[config.mk]
export PLATFORM = sky130hd
export DESIGN_NAME = fir_driver
export DESIGN_NICKNAME = d
export VERILOG_FILES = /design/src/rtl/fir_driver.sv
export SDC_FILE = /design/constraint.sdc
export NUM_CORES = 1
export LEC_CHECK = 0
export CORE_MARGIN = 10
export CORE_UTILIZATION = 37
export CTS_CLUSTER_DIAMETER = 30
export DETAILED_ROUTE_END_ITERATION = 8
export PLACE_DENSITY = 0.67
export SYNTH_ARGS = -nofsm -noshare
export SYNTH_HDL_FRONTEND = slang
export SYNTH_SLANG_ARGS = --single-unit
export TNS_END_PERCENT = 5
[constraint.sdc]
create_clock -name clk -period 2.1 [get_ports clk]
set_input_delay 0.21 -clock clk [delete_from_list [all_inputs] [get_ports clk]]
set_output_delay 0.21 -clock clk [all_outputs]
set_load 0.05 [all_outputs]
[src/rtl/fir_driver.sv]
// fir_driver: valid/ready sequencer that winds, loads and fires the 16-tap fir block.
// Build option FIR_DRIVER_PRIME_EN suppresses results until the filter history is full.
module fir_driver #(
    parameter int TAPS    = 16,
    parameter int TIMEOUT = 32
) (
    input  logic        clk,
    input  logic        rstb,
    input  logic        cfg_start,
    input  logic        w_valid,
    output logic        w_ready,
    input  logic [15:0] w_data,
    input  logic        s_valid,
    output logic        s_ready,
    input  logic [15:0] s_data,
    output logic        r_valid,
    input  logic        r_ready,
    output logic [15:0] r_data,
    output logic        err,
    output logic        wind,
    output logic        load,
    output logic        in_valid,
    output logic [15:0] data,
    input  logic        out_valid,
    input  logic [15:0] out
);

    localparam int CW = $clog2(TAPS + 1);
    localparam int TW = $clog2(TIMEOUT + 1);

    localparam logic [CW-1:0] WLAST = CW'(TAPS - 1);
    localparam logic [TW-1:0] TLAST = TW'(TIMEOUT - 1);

    localparam logic [2:0] IDLE  = 3'd0;
    localparam logic [2:0] WLOAD = 3'd1;
    localparam logic [2:0] READY = 3'd2;
    localparam logic [2:0] SHIFT = 3'd3;
    localparam logic [2:0] FIRE  = 3'd4;
    localparam logic [2:0] WAIT  = 3'd5;
    localparam logic [2:0] PUSH  = 3'd6;

    logic [2:0]    state;
    logic [CW-1:0] wcnt;
    logic [1:0]    fcnt;
    logic [TW-1:0] tcnt;
    logic          cfg_ok;
    logic          s_acc;
    logic          fire_ok;

    assign w_ready = (state == WLOAD);
    assign s_ready = (state == READY);
    assign r_valid = (state == PUSH);

    assign cfg_ok = cfg_start && ((state == IDLE) || (state == READY));
    assign s_acc  = s_ready && s_valid && !cfg_start;

`ifdef FIR_DRIVER_PRIME_EN
    localparam logic [CW-1:0] PFULL = CW'(TAPS);

    // Saturating count of samples loaded since the last weight burst
    logic [CW-1:0] pcnt;

    always_ff @(posedge clk or negedge rstb) begin
        if (!rstb) begin
            pcnt <= '0;
        end else if (cfg_ok) begin
            pcnt <= '0;
        end else if (s_acc && (pcnt != PFULL)) begin
            pcnt <= pcnt + 1'b1;
        end
    end

    assign fire_ok = (pcnt == PFULL);
`else
    assign fire_ok = 1'b1;
`endif

    always_ff @(posedge clk or negedge rstb) begin
        if (!rstb) begin
            state    <= IDLE;
            wcnt     <= '0;
            fcnt     <= '0;
            tcnt     <= '0;
            wind     <= 1'b0;
            load     <= 1'b0;
            in_valid <= 1'b0;
            data     <= '0;
            r_data   <= '0;
            err      <= 1'b0;
        end else begin
            wind <= 1'b0;
            load <= 1'b0;
            if (cfg_ok) begin
                state <= WLOAD;
                wcnt  <= '0;
                err   <= 1'b0;
            end else begin
                case (state)
                    IDLE: begin
                        state <= IDLE;
                    end
                    WLOAD: begin
                        if (w_valid) begin
                            data <= w_data;
                            wind <= 1'b1;
                            if (wcnt == WLAST) begin
                                state <= READY;
                            end else begin
                                wcnt <= wcnt + 1'b1;
                            end
                        end
                    end
                    READY: begin
                        if (s_acc) begin
                            data  <= s_data;
                            load  <= 1'b1;
                            state <= SHIFT;
                        end
                    end
                    SHIFT: begin
                        if (fire_ok) begin
                            in_valid <= 1'b1;
                            fcnt     <= '0;
                            state    <= FIRE;
                        end else begin
                            state <= READY;
                        end
                    end
                    FIRE: begin
                        // One in_valid cycle per group of four taps
                        if (fcnt == 2'd3) begin
                            in_valid <= 1'b0;
                            tcnt     <= '0;
                            state    <= WAIT;
                        end else begin
                            fcnt <= fcnt + 1'b1;
                        end
                    end
                    WAIT: begin
                        if (out_valid) begin
                            r_data <= out;
                            state  <= PUSH;
                        end else if (tcnt == TLAST) begin
                            err   <= 1'b1;
                            state <= READY;
                        end else begin
                            tcnt <= tcnt + 1'b1;
                        end
                    end
                    PUSH: begin
                        if (r_ready) begin
                            state <= READY;
                        end
                    end
                    default: begin
                        state <= IDLE;
                    end
                endcase
            end
        end
    end

endmodule

==> results.ini, run 1 <==
[run_status]
status = completed

[setup_path]
end_kind = primary output
crit_required_ns = 1.89
crit_chain = nor3b_4, buf_4, buf_12
reg2reg_depth = 5
critPathMaxFanout = 18
path_class = reg2out
slowest_delay_ns = 0.71
crit_path_start_kind = register
cpMaxStageDelayCell = dfrtp_1
arrival_ns = 1.66

[clock_tree]
tritoncts = built
clockBufferDepth = 2
cts_buffers = 5
cts.htree.levels = 2
clk_latency_ns = 0.30
clkTransAtPathRegs_ns = 0.09
postCtsSetupRepairBufs = 0
root_buffer = clkbuf_8
cts.sinks = 52

[timing]
worst_slack_ns = 0.2265
hold_viol = 0
whs_ns = 0.4355
rsz0062_at_grt = false
tightest_slew_ns = 0.5923
tns_ns = 0
fin_crit_sh = 0.8922
relSlewSlack = 0.6051
fin_crit_ns = 1.874
finalMaxSlewViolations = 0
setup_viol = 0
timing.fmax_mhz = 533.7
finalClockSkew_ns = 0.005006

[power_and_ir_drop]
p_per_area_nw_per_um2 = 1591
switchingPower_mw = 2.709
vdd_ir_drop_max_v = 0.0008558
p_seq_frac = 0.290
p_leak_nw = 1.571
intPower_mw = 3.389
power_frac_comb = 0.559
p_sw_frac = 0.4442
p_clk_frac = 0.151

[yosys]
syn_area_per_cell_um2 = 11.19
async_reset_ff_frac = 1.000
synth_area_um2 = 2608
synthesis.nets = 292
synth_seq_area_share = 0.4990
ys_warn_count = 0
synth.distinct_cells = 45
ys_seq_elements = 52
synth_edf_count = 0
synth_ff_type = dfrtp_1
synthCells = 233

[global_routing]
first_global_vias = 2005
grt_pass1_wl_um = 10750
antenna_found_initial = 0
gr-total-overflow = 0
grt_util_all_layers = 0.1194
grt_max_degree = 33

[cells_and_area]
diodes = 0
layout_commonest_cell = clkdlybuf4s50_1
fillers = 594
syn_to_final_growth_pct = 46.98
final_nets = 387
drive_above_1_share = 0.1459
mostFrequentLayoutCells = clkdlybuf4s50_1 (89), dfrtp_1 (51), nor2_1 (26)

[drt]
drc = 0
dr.pass1.iters = 4
detail_route.wl_per_cell_um = 15.39
vias = 2039
postRouteAntennaNets = 0
post_drt_via_cell_ratio = 4.798
drt_iter0_markers = 57
wirelength_um = 6539

[floorplan]
rows = 30
core_region_area_um2 = 6832
io_pins = 94
fp.dieW_um = 104.0
die_area_um2 = 10810
start_util = 0.3817
fp.dieH_um = 104.0

[min_path]
hold_class = in2async

[flow_run]
drv_cap = 0

[placement]
pre_cts_ws_ns = 0.2633
place_hpwl_um = 5053
port_buffers = 93
gp_congestion = 0.8224

==> synth_stat cells (2+ instances only) <==
library cell | n | area (um^2)
ha_1 | 4 | 50.05
mux2_2 | 7 | 78.83
o21ai_0 | 9 | 45.04
buf_2 | 5 | 25.02
clkbuf_1 | 3 | 11.26
a21oi_1 | 25 | 125.1
nand2_1 | 16 | 60.06
nand4bb_1 | 2 | 22.52
buf_4 | 2 | 15.01
a21oi_2 | 2 | 17.52
buf_6 | 5 | 56.30
nor2_1 | 26 | 97.59
a31oi_1 | 4 | 25.02
nor2b_1 | 3 | 18.77
nor3_1 | 4 | 20.02
dfrtp_1 | 52 | 1301
and3_1 | 2 | 12.51
nand3_1 | 4 | 20.02
mux2i_1 | 21 | 210.2
inv_1 | 3 | 11.26
mux2_4 | 10 | 150.1
==> sequential cells by signal (all words and copies together) (netlist names) <==
signal	cells
wind	1
state	3
tcnt	6
r_data	16
load	1
data	16
in_valid	1
fcnt	2
err	1
wcnt	5
==> what timing repair did <==
action | 4_1_cts | 5_1_grt
hold buffers | 1 | 0
endpoints found under the hold margin | 23 | 0
endpoints found under the setup margin | 0 | 1
resized for setup | 0 | 1
==> stage by stage <==
| stage | instance area [um^2] | std cells | total power, mW | utilization |
|---|---|---|---|---|
| floorplan | 2608 | 233 | 4.071 | - |
| global placement | 3662 | 416 | 5.179 | 0.5361 |
| detailed placement | 3662 | 416 | 5.229 | 0.5361 |
| CTS | 3831 | 425 | 6.169 | 0.5608 |
| global route | 3832 | 425 | 6.457 | 0.5610 |
| finish | 3832 | 425 | 6.098 | 0.5610 |
==> power groups by stage <==
| stage | Clock, mW | Sequential [mW] | Combinational, mW |
|---|---|---|---|
| 2_1_floorplan | 0 | 2.79 | 1.29 |
| 3_3_place_gp | 0 | 1.77 | 3.41 |
| 3_5_place_dp | 0 | 1.79 | 3.44 |
| 4_1_cts | 0.953 | 1.77 | 3.45 |
| 5_1_grt | 1.00 | 1.84 | 3.62 |
| 6_report | 0.923 | 1.77 | 3.41 |
==> critical path: cells and delay by family, from the launching register on <==
kind,cells,cell delay (ns)
buf+inv,2,0.37
simple gates,1,0.29
flops,1,0.71
==> per-layer routing <==
metal,up-vias,GRT usage,part of all wire
met3,4,0.03532,0.058
met4,0,0.02783,0.0043
met5,-,0,0
li1,1019,-,-
met1,948,0.1699,0.51
met2,68,0.1721,0.43
==> cell families (layout without fill, tap and decap cells) <==
logic type	Yosys count	in the layout	share of synthesized area
compound gates	50	50	0.1147
xor+xnor	2	2	0.006719
fa+ha+maj	4	4	0.01919
buf+inv	18	114	0.04558
flops	52	52	0.4990
mux	38	38	0.1684
simple gates	69	69	0.1464
==> area by class of cell <==
cell class	instances	area, um^2	share of cell area
flip-flops and latches	52	1303	0.3399
multi-input cells	163	1194	0.3115
repair buffers	103	1046	0.2729
well taps	96	120.1	0.03134
clock inverters	3	90.09	0.02351
clock buffers	5	68.82	0.01796
inverters	3	11.26	0.002938
==> path summary, 6_finish.rpt <==
kind | start | to | slack [ns]
worst max-delay path | state[1] | s_ready | 0.23
worst min-delay path | rstb | tcnt[1] | 0.44
worst min register to register | r_data[1] | r_data[1] | 0.51
max in group asynchronous | rstb | data[0] | 1.11
min in group clk | r_data[1] | r_data[1] | 0.51
worst max register to register | wcnt[0] | wcnt[0] | 0.27
Note: power is estimated with default switching activity, not from simulation.
==> run 2, diff against run 1 <==
--- a/config.mk
+++ b/config.mk
@@ -10,6 +10,7 @@
 export CTS_CLUSTER_DIAMETER = 30
 export DETAILED_ROUTE_END_ITERATION = 8
 export PLACE_DENSITY = 0.67
+export RECOVER_POWER = 50
 export SYNTH_ARGS = -nofsm -noshare
 export SYNTH_HDL_FRONTEND = slang
 export SYNTH_SLANG_ARGS = --single-unit
==> run 2 against run 1 <==
Cell count unchanged. Worst setup slack got worse by 0.0087 ns. Clock-buffer cell count unchanged. Utilization decreased by 0.13 points. Combinational power about the same. Clock skew about the same. Flip-flop and latch count unchanged. Routed wire length about the same. Global-route usage unchanged. Largest cell class unchanged. Largest power group unchanged. Highest routed layer unchanged.
==> results.ini, run 2 (same netlist as run 1, synthesis figures left out) <==
[setup_path]
path_buf_inv = 2  ; unchanged
reg2reg_depth = 4  ; -1
r2r_end = tcnt[3]
crit_required_ns = 1.89  ; about the same
slowest_delay_ns = 0.71  ; about the same
worstReg2RegStart = state[1]
arrival_ns = 1.67  ; about the same
end_kind = primary output
rrSetupSlack_ns = 0.27  ; about the same
critPathMaxFanout = 18  ; unchanged
cpMaxStageDelayCell = dfrtp_1
crit_path_start_kind = register
crit_chain = nor3b_4, buf_4, buf_12
path_class = reg2out
critPathTopFamily = flip-flops

[timing]
worst_slack_ns = 0.2178  ; -0.008674 ns
hold_viol = 0  ; unchanged
setup_viol = 0  ; unchanged
tightest_slew_ns = 1.431  ; +0.8384 ns
finalClockSkew_ns = 0.004660  ; -0.0003458 ns
finalMaxSlewViolations = 0  ; unchanged
relSlewSlack = 0.04622  ; -0.5589
timing.fmax_mhz = 531.3  ; -0.46%
tns_ns = 0  ; unchanged
rsz0062_at_grt = false
whs_ns = 0.5058  ; +0.07028 ns
fin_crit_sh = 0.8963  ; +0.004130
fin_crit_ns = 1.882  ; +0.008674 ns

[cells_and_area]
post-route-util = 0.5597  ; -0.001282
layout_commonest_cell = clkdlybuf4s50_1
final_nets = 387  ; unchanged
mostFrequentLayoutCells = clkdlybuf4s50_1 (85), dfrtp_1 (51), nor2_1 (26)
syn_to_final_growth_pct = 46.64
diodes = 0  ; unchanged
final_cells = 425  ; unchanged
design_area_um2 = 3824  ; -0.23%
drive_above_1_share = 0.1368  ; -0.009119
largestRegisters = data (16), r_data (16), tcnt (6)

[placement]
placed_cells = 416  ; unchanged
port_buffers = 93  ; unchanged
place_hpwl_um = 5053  ; unchanged
gp_congestion = 0.8224  ; unchanged
placed_cell_area_um2 = 3662  ; unchanged
pre_cts_ws_ns = 0.2633  ; unchanged

[drt]
detail_route.wl_per_cell_um = 15.38  ; about the same
vias = 2030  ; -0.44%
dr.pass1.iters = 4  ; unchanged
wirelength_um = 6538  ; about the same
drt_iter0_markers = 59  ; +3.5%
post_drt_via_cell_ratio = 4.776  ; -0.44%
postRouteAntennaNets = 0  ; unchanged
drc = 0  ; unchanged

[floorplan]
fp.dieW_um = 104.0  ; unchanged
core_region_area_um2 = 6832  ; unchanged
io_pins = 94  ; unchanged
rows = 30  ; unchanged
fp.dieH_um = 104.0  ; unchanged
start_util = 0.3817  ; unchanged
die_area_um2 = 10810  ; unchanged

[power_and_ir_drop]
power_mw = 6.073  ; -0.41%
p_leak_nw = 1.568  ; -0.17%
p_per_area_nw_per_um2 = 1588  ; -0.18%
vdd_ir_drop_max_v = 0.0008304  ; -3.0%

[clock_tree]
cts_buffers = 5  ; unchanged
tritoncts = built
clkTransAtPathRegs_ns = 0.09  ; about the same
cts.sinks = 52  ; unchanged
clockBufferDepth = 2  ; unchanged
root_buffer = clkbuf_8
postCtsSetupRepairBufs = 0  ; unchanged
clk_latency_ns = 0.30  ; about the same
cts.htree.levels = 2  ; unchanged

[min_path]
hold_class = reg2reg
whs_path_depth = 1
hold-path-endpoint = r_data[1]
min_from = r_data[1]

[flow_run]
drv_cap = 0  ; unchanged

[global_routing]
grt_util_all_layers = 0.1194  ; unchanged
first_global_vias = 2005  ; unchanged
grt_pass1_wl_um = 10750  ; unchanged
grt_max_degree = 33  ; unchanged
antenna_found_initial = 0  ; unchanged
gr-total-overflow = 0  ; unchanged

[run_status]
status = completed

==> run 2: cell types whose count changed in the layout (fill, tap and decap cells not counted), sizes merged <==
cell	before	now
dlygate4sd3	1	5
clkdlybuf4s50	89	85
buf	13	10
clkbuf	5	8
==> run 2: power by group <==
group          internal (mW)  total (mW)  switching [mW]
Combinational           1.34        3.38            2.04
Sequential              1.43        1.77           0.341
Clock                  0.596       0.925           0.329
Total                   3.36        6.07            2.71
==> run 2: worst max-delay path by stage <==
stage | end | depth (start not counted) | startpoint
2_1_floorplan | w_ready | 3 | state[2]
4_1_cts | w_ready | 3 | state[0]
3_5_place_dp | wcnt[4] | 5 | wcnt[0]
6_report | s_ready | 3 | state[1]
5_1_grt | s_ready | 3 | state[1]
3_3_place_gp | wcnt[1] | 5 | wcnt[0]
==> run 2: area by class of cell <==
class / count / area (um^2)
clock inverters: 3 / 90.09
repair buffers: 103 / 1037
fillers: 596 / 3008
well taps: 96 / 120.1
multi-input cells: 163 / 1194
inverters: 3 / 11.26
flip-flops and latches: 52 / 1303
clock buffers: 5 / 68.82
==> run 2: worst register-to-register path, delay by kind of cell, from the launching register on <==
kind / cells / cell delay [ns]
flops: 1 / 0.60
compound gates: 2 / 0.53
buf+inv: 1 / 0.37
simple gates: 1 / 0.22
==> run 2: metal layers <==
layer,track usage,routed length [um]
met5,0,0
met4,0.02783,28
met3,0.03532,372
met2,0.1721,2781
met1,0.1699,3356
==> run 2: timing repair <==
action                                 in CTS  in global routing
endpoints found under the hold margin      23                  0
gates resized for setup                     0                  1
hold buffers                                1                  0
setup endpoints to repair                   0                  1
==> run 3, diff against run 2 <==
--- a/config.mk
+++ b/config.mk
@@ -8,9 +8,10 @@
 export CORE_MARGIN = 10
 export CORE_UTILIZATION = 37
 export CTS_CLUSTER_DIAMETER = 30
+export CTS_CLUSTER_SIZE = 30
 export DETAILED_ROUTE_END_ITERATION = 8
 export PLACE_DENSITY = 0.67
-export RECOVER_POWER = 50
+export RECOVER_POWER = 25
 export SYNTH_ARGS = -nofsm -noshare
 export SYNTH_HDL_FRONTEND = slang
 export SYNTH_SLANG_ARGS = --single-unit
==> run 3 against run 2 <==
Hold slack improved by 0.0049 ns. Critical path depth did not move. Clock skew barely moved. Global-route usage did not move. Largest cell class unchanged.
==> results.ini, run 3 (same netlist as run 1, synthesis figures left out) <==
[min_path]
hold_class = reg2reg
whs_path_depth = 1  ; unchanged
min_from = r_data[1]
hold-path-endpoint = r_data[1]

[cells_and_area]
multi_input_area_um2 = 1194  ; unchanged
diodes = 0  ; unchanged
layout_commonest_cell = clkdlybuf4s50_1
drive_above_1_share = 0.1429  ; +0.006079
largestRegisters = data (16), r_data (16), tcnt (6)
syn_to_final_growth_pct = 46.93
fillers = 592  ; -0.67%
final_nets = 387  ; unchanged
mostFrequentLayoutCells = clkdlybuf4s50_1 (89), dfrtp_1 (51), nor2_1 (26)
register_area_um2 = 1303  ; unchanged

[global_routing]
grt_util_all_layers = 0.1194  ; unchanged
antenna_found_initial = 0  ; unchanged
first_global_vias = 2005  ; unchanged
grt_pass1_wl_um = 10750  ; unchanged
gr-total-overflow = 0  ; unchanged
grt_max_degree = 33  ; unchanged

[setup_path]
worstReg2RegStart = wcnt[0]
path_class = reg2out
critPathTopFamily = flip-flops
slowest_delay_ns = 0.71  ; about the same
crit_chain = nor3b_4, buf_4, buf_12
rrSetupSlack_ns = 0.27  ; about the same
path_buf_inv = 2  ; unchanged
crit_required_ns = 1.89  ; about the same
critPathMaxFanout = 18  ; unchanged
r2r_end = wcnt[0]
reg2reg_depth = 5  ; +1
arrival_ns = 1.66  ; about the same
end_kind = primary output
crit_cells = 3  ; unchanged
crit_path_start_kind = register
cpMaxStageDelayCell = dfrtp_1

[floorplan]
start_util = 0.3817  ; unchanged
die_area_um2 = 10810  ; unchanged
rows = 30  ; unchanged
core_region_area_um2 = 6832  ; unchanged
io_pins = 94  ; unchanged
fp.dieW_um = 104.0  ; unchanged
fp.dieH_um = 104.0  ; unchanged

[drt]
post_drt_via_cell_ratio = 4.798  ; +0.44%
drt_iter0_markers = 57  ; -3.4%
vias = 2039  ; +0.44%
wirelength_um = 6540  ; about the same
dr.pass1.iters = 4  ; unchanged
detail_route.wl_per_cell_um = 15.39  ; about the same
postRouteAntennaNets = 0  ; unchanged
drc = 0  ; unchanged

[run_status]
status = completed

[power_and_ir_drop]
p_per_area_nw_per_um2 = 1592  ; +0.21%
p_leak_nw = 1.568  ; about the same
vdd_ir_drop_max_v = 0.0008558  ; +3.1%

[timing]
timing.fmax_mhz = 533.7  ; +0.46%
tightest_slew_ns = 1.430  ; -0.0008479 ns
relSlewSlack = 0.04679  ; +0.0005652
finalClockSkew_ns = 0.005006  ; +0.0003458 ns
hold_viol = 0  ; unchanged
rsz0062_at_grt = false
fin_crit_ns = 1.874  ; -0.008674 ns
whs_ns = 0.5107  ; +0.004887 ns
tns_ns = 0  ; unchanged
finalMaxSlewViolations = 0  ; unchanged
fin_crit_sh = 0.8922  ; -0.004130
setup_viol = 0  ; unchanged

[placement]
gp_congestion = 0.8224  ; unchanged
port_buffers = 93  ; unchanged
place_hpwl_um = 5053  ; unchanged

[clock_tree]
clk_latency_ns = 0.30  ; about the same
tritoncts = built
cts_buffers = 5  ; unchanged
cts.htree.levels = 2  ; unchanged
clkTransAtPathRegs_ns = 0.09  ; about the same
clockBufferDepth = 2  ; unchanged
root_buffer = clkbuf_8
cts.sinks = 52  ; unchanged

[flow_run]
drv_cap = 0  ; unchanged

[run 3: cell count changes in the layout (fill, tap and decap cells not counted)]
cell | before | now
clkbuf_1 | 3 | 1
buf_4 | 6 | 8
clkdlybuf4s50_1 | 85 | 89
dlygate4sd3_1 | 5 | 1
[run 3: what timing repair did]
action / CTS / global route
resized for setup: 0 / 1
setup buffers: 0 / 0
endpoints found under the setup margin: 0 / 1
endpoints found under the hold margin: 23 / 0
hold buffers: 1 / 0
[run 3: worst max path at each step]
stage	startpoint	to
2_1_floorplan	state[2]	w_ready
3_3_place_gp	wcnt[0]	wcnt[1]
3_5_place_dp	wcnt[0]	wcnt[4]
4_1_cts	state[0]	w_ready
5_1_grt	state[1]	s_ready
6_report	state[1]	s_ready
[run 3: layer usage]
layer,up-vias,global-route usage,wire [um]
met5,-,0,0
met4,0,0.02783,28
met3,4,0.03532,381
met2,68,0.1721,2786
met1,948,0.1699,3344
li1,1019,-,-
[run 3: final cells by class]
class,instances,share of cell area
Timing Repair Buffer,103,0.2727
Tap cell,96,0.03135
Multi-Input combinational cell,163,0.3116
Clock inverter,3,0.02351
Sequential cell,52,0.3400
Inverter,3,0.002939
Clock buffer,5,0.01796
[run 3: metrics by stage]
step           instance area [um^2]  setup WS, ns  power [mW]  std cells    util
5_1_grt                        3831       0.07357       6.458        425  0.5608
2_1_floorplan                  2608       0.09984       4.071        233       -
3_5_place_dp                   3662        0.2633       5.229        416  0.5361
4_1_cts                        3831       0.09911       6.169        425  0.5608
6_report                       3831        0.2265       6.098        425  0.5608
3_3_place_gp                   3662        0.3423       5.179        416  0.5361
[run 3: power breakdown]
part	switching, mW	internal (mW)	total, mW
clock network	0.328	0.596	0.923
registers	0.341	1.43	1.77
logic	2.04	1.37	3.41
total	2.71	3.39	6.10
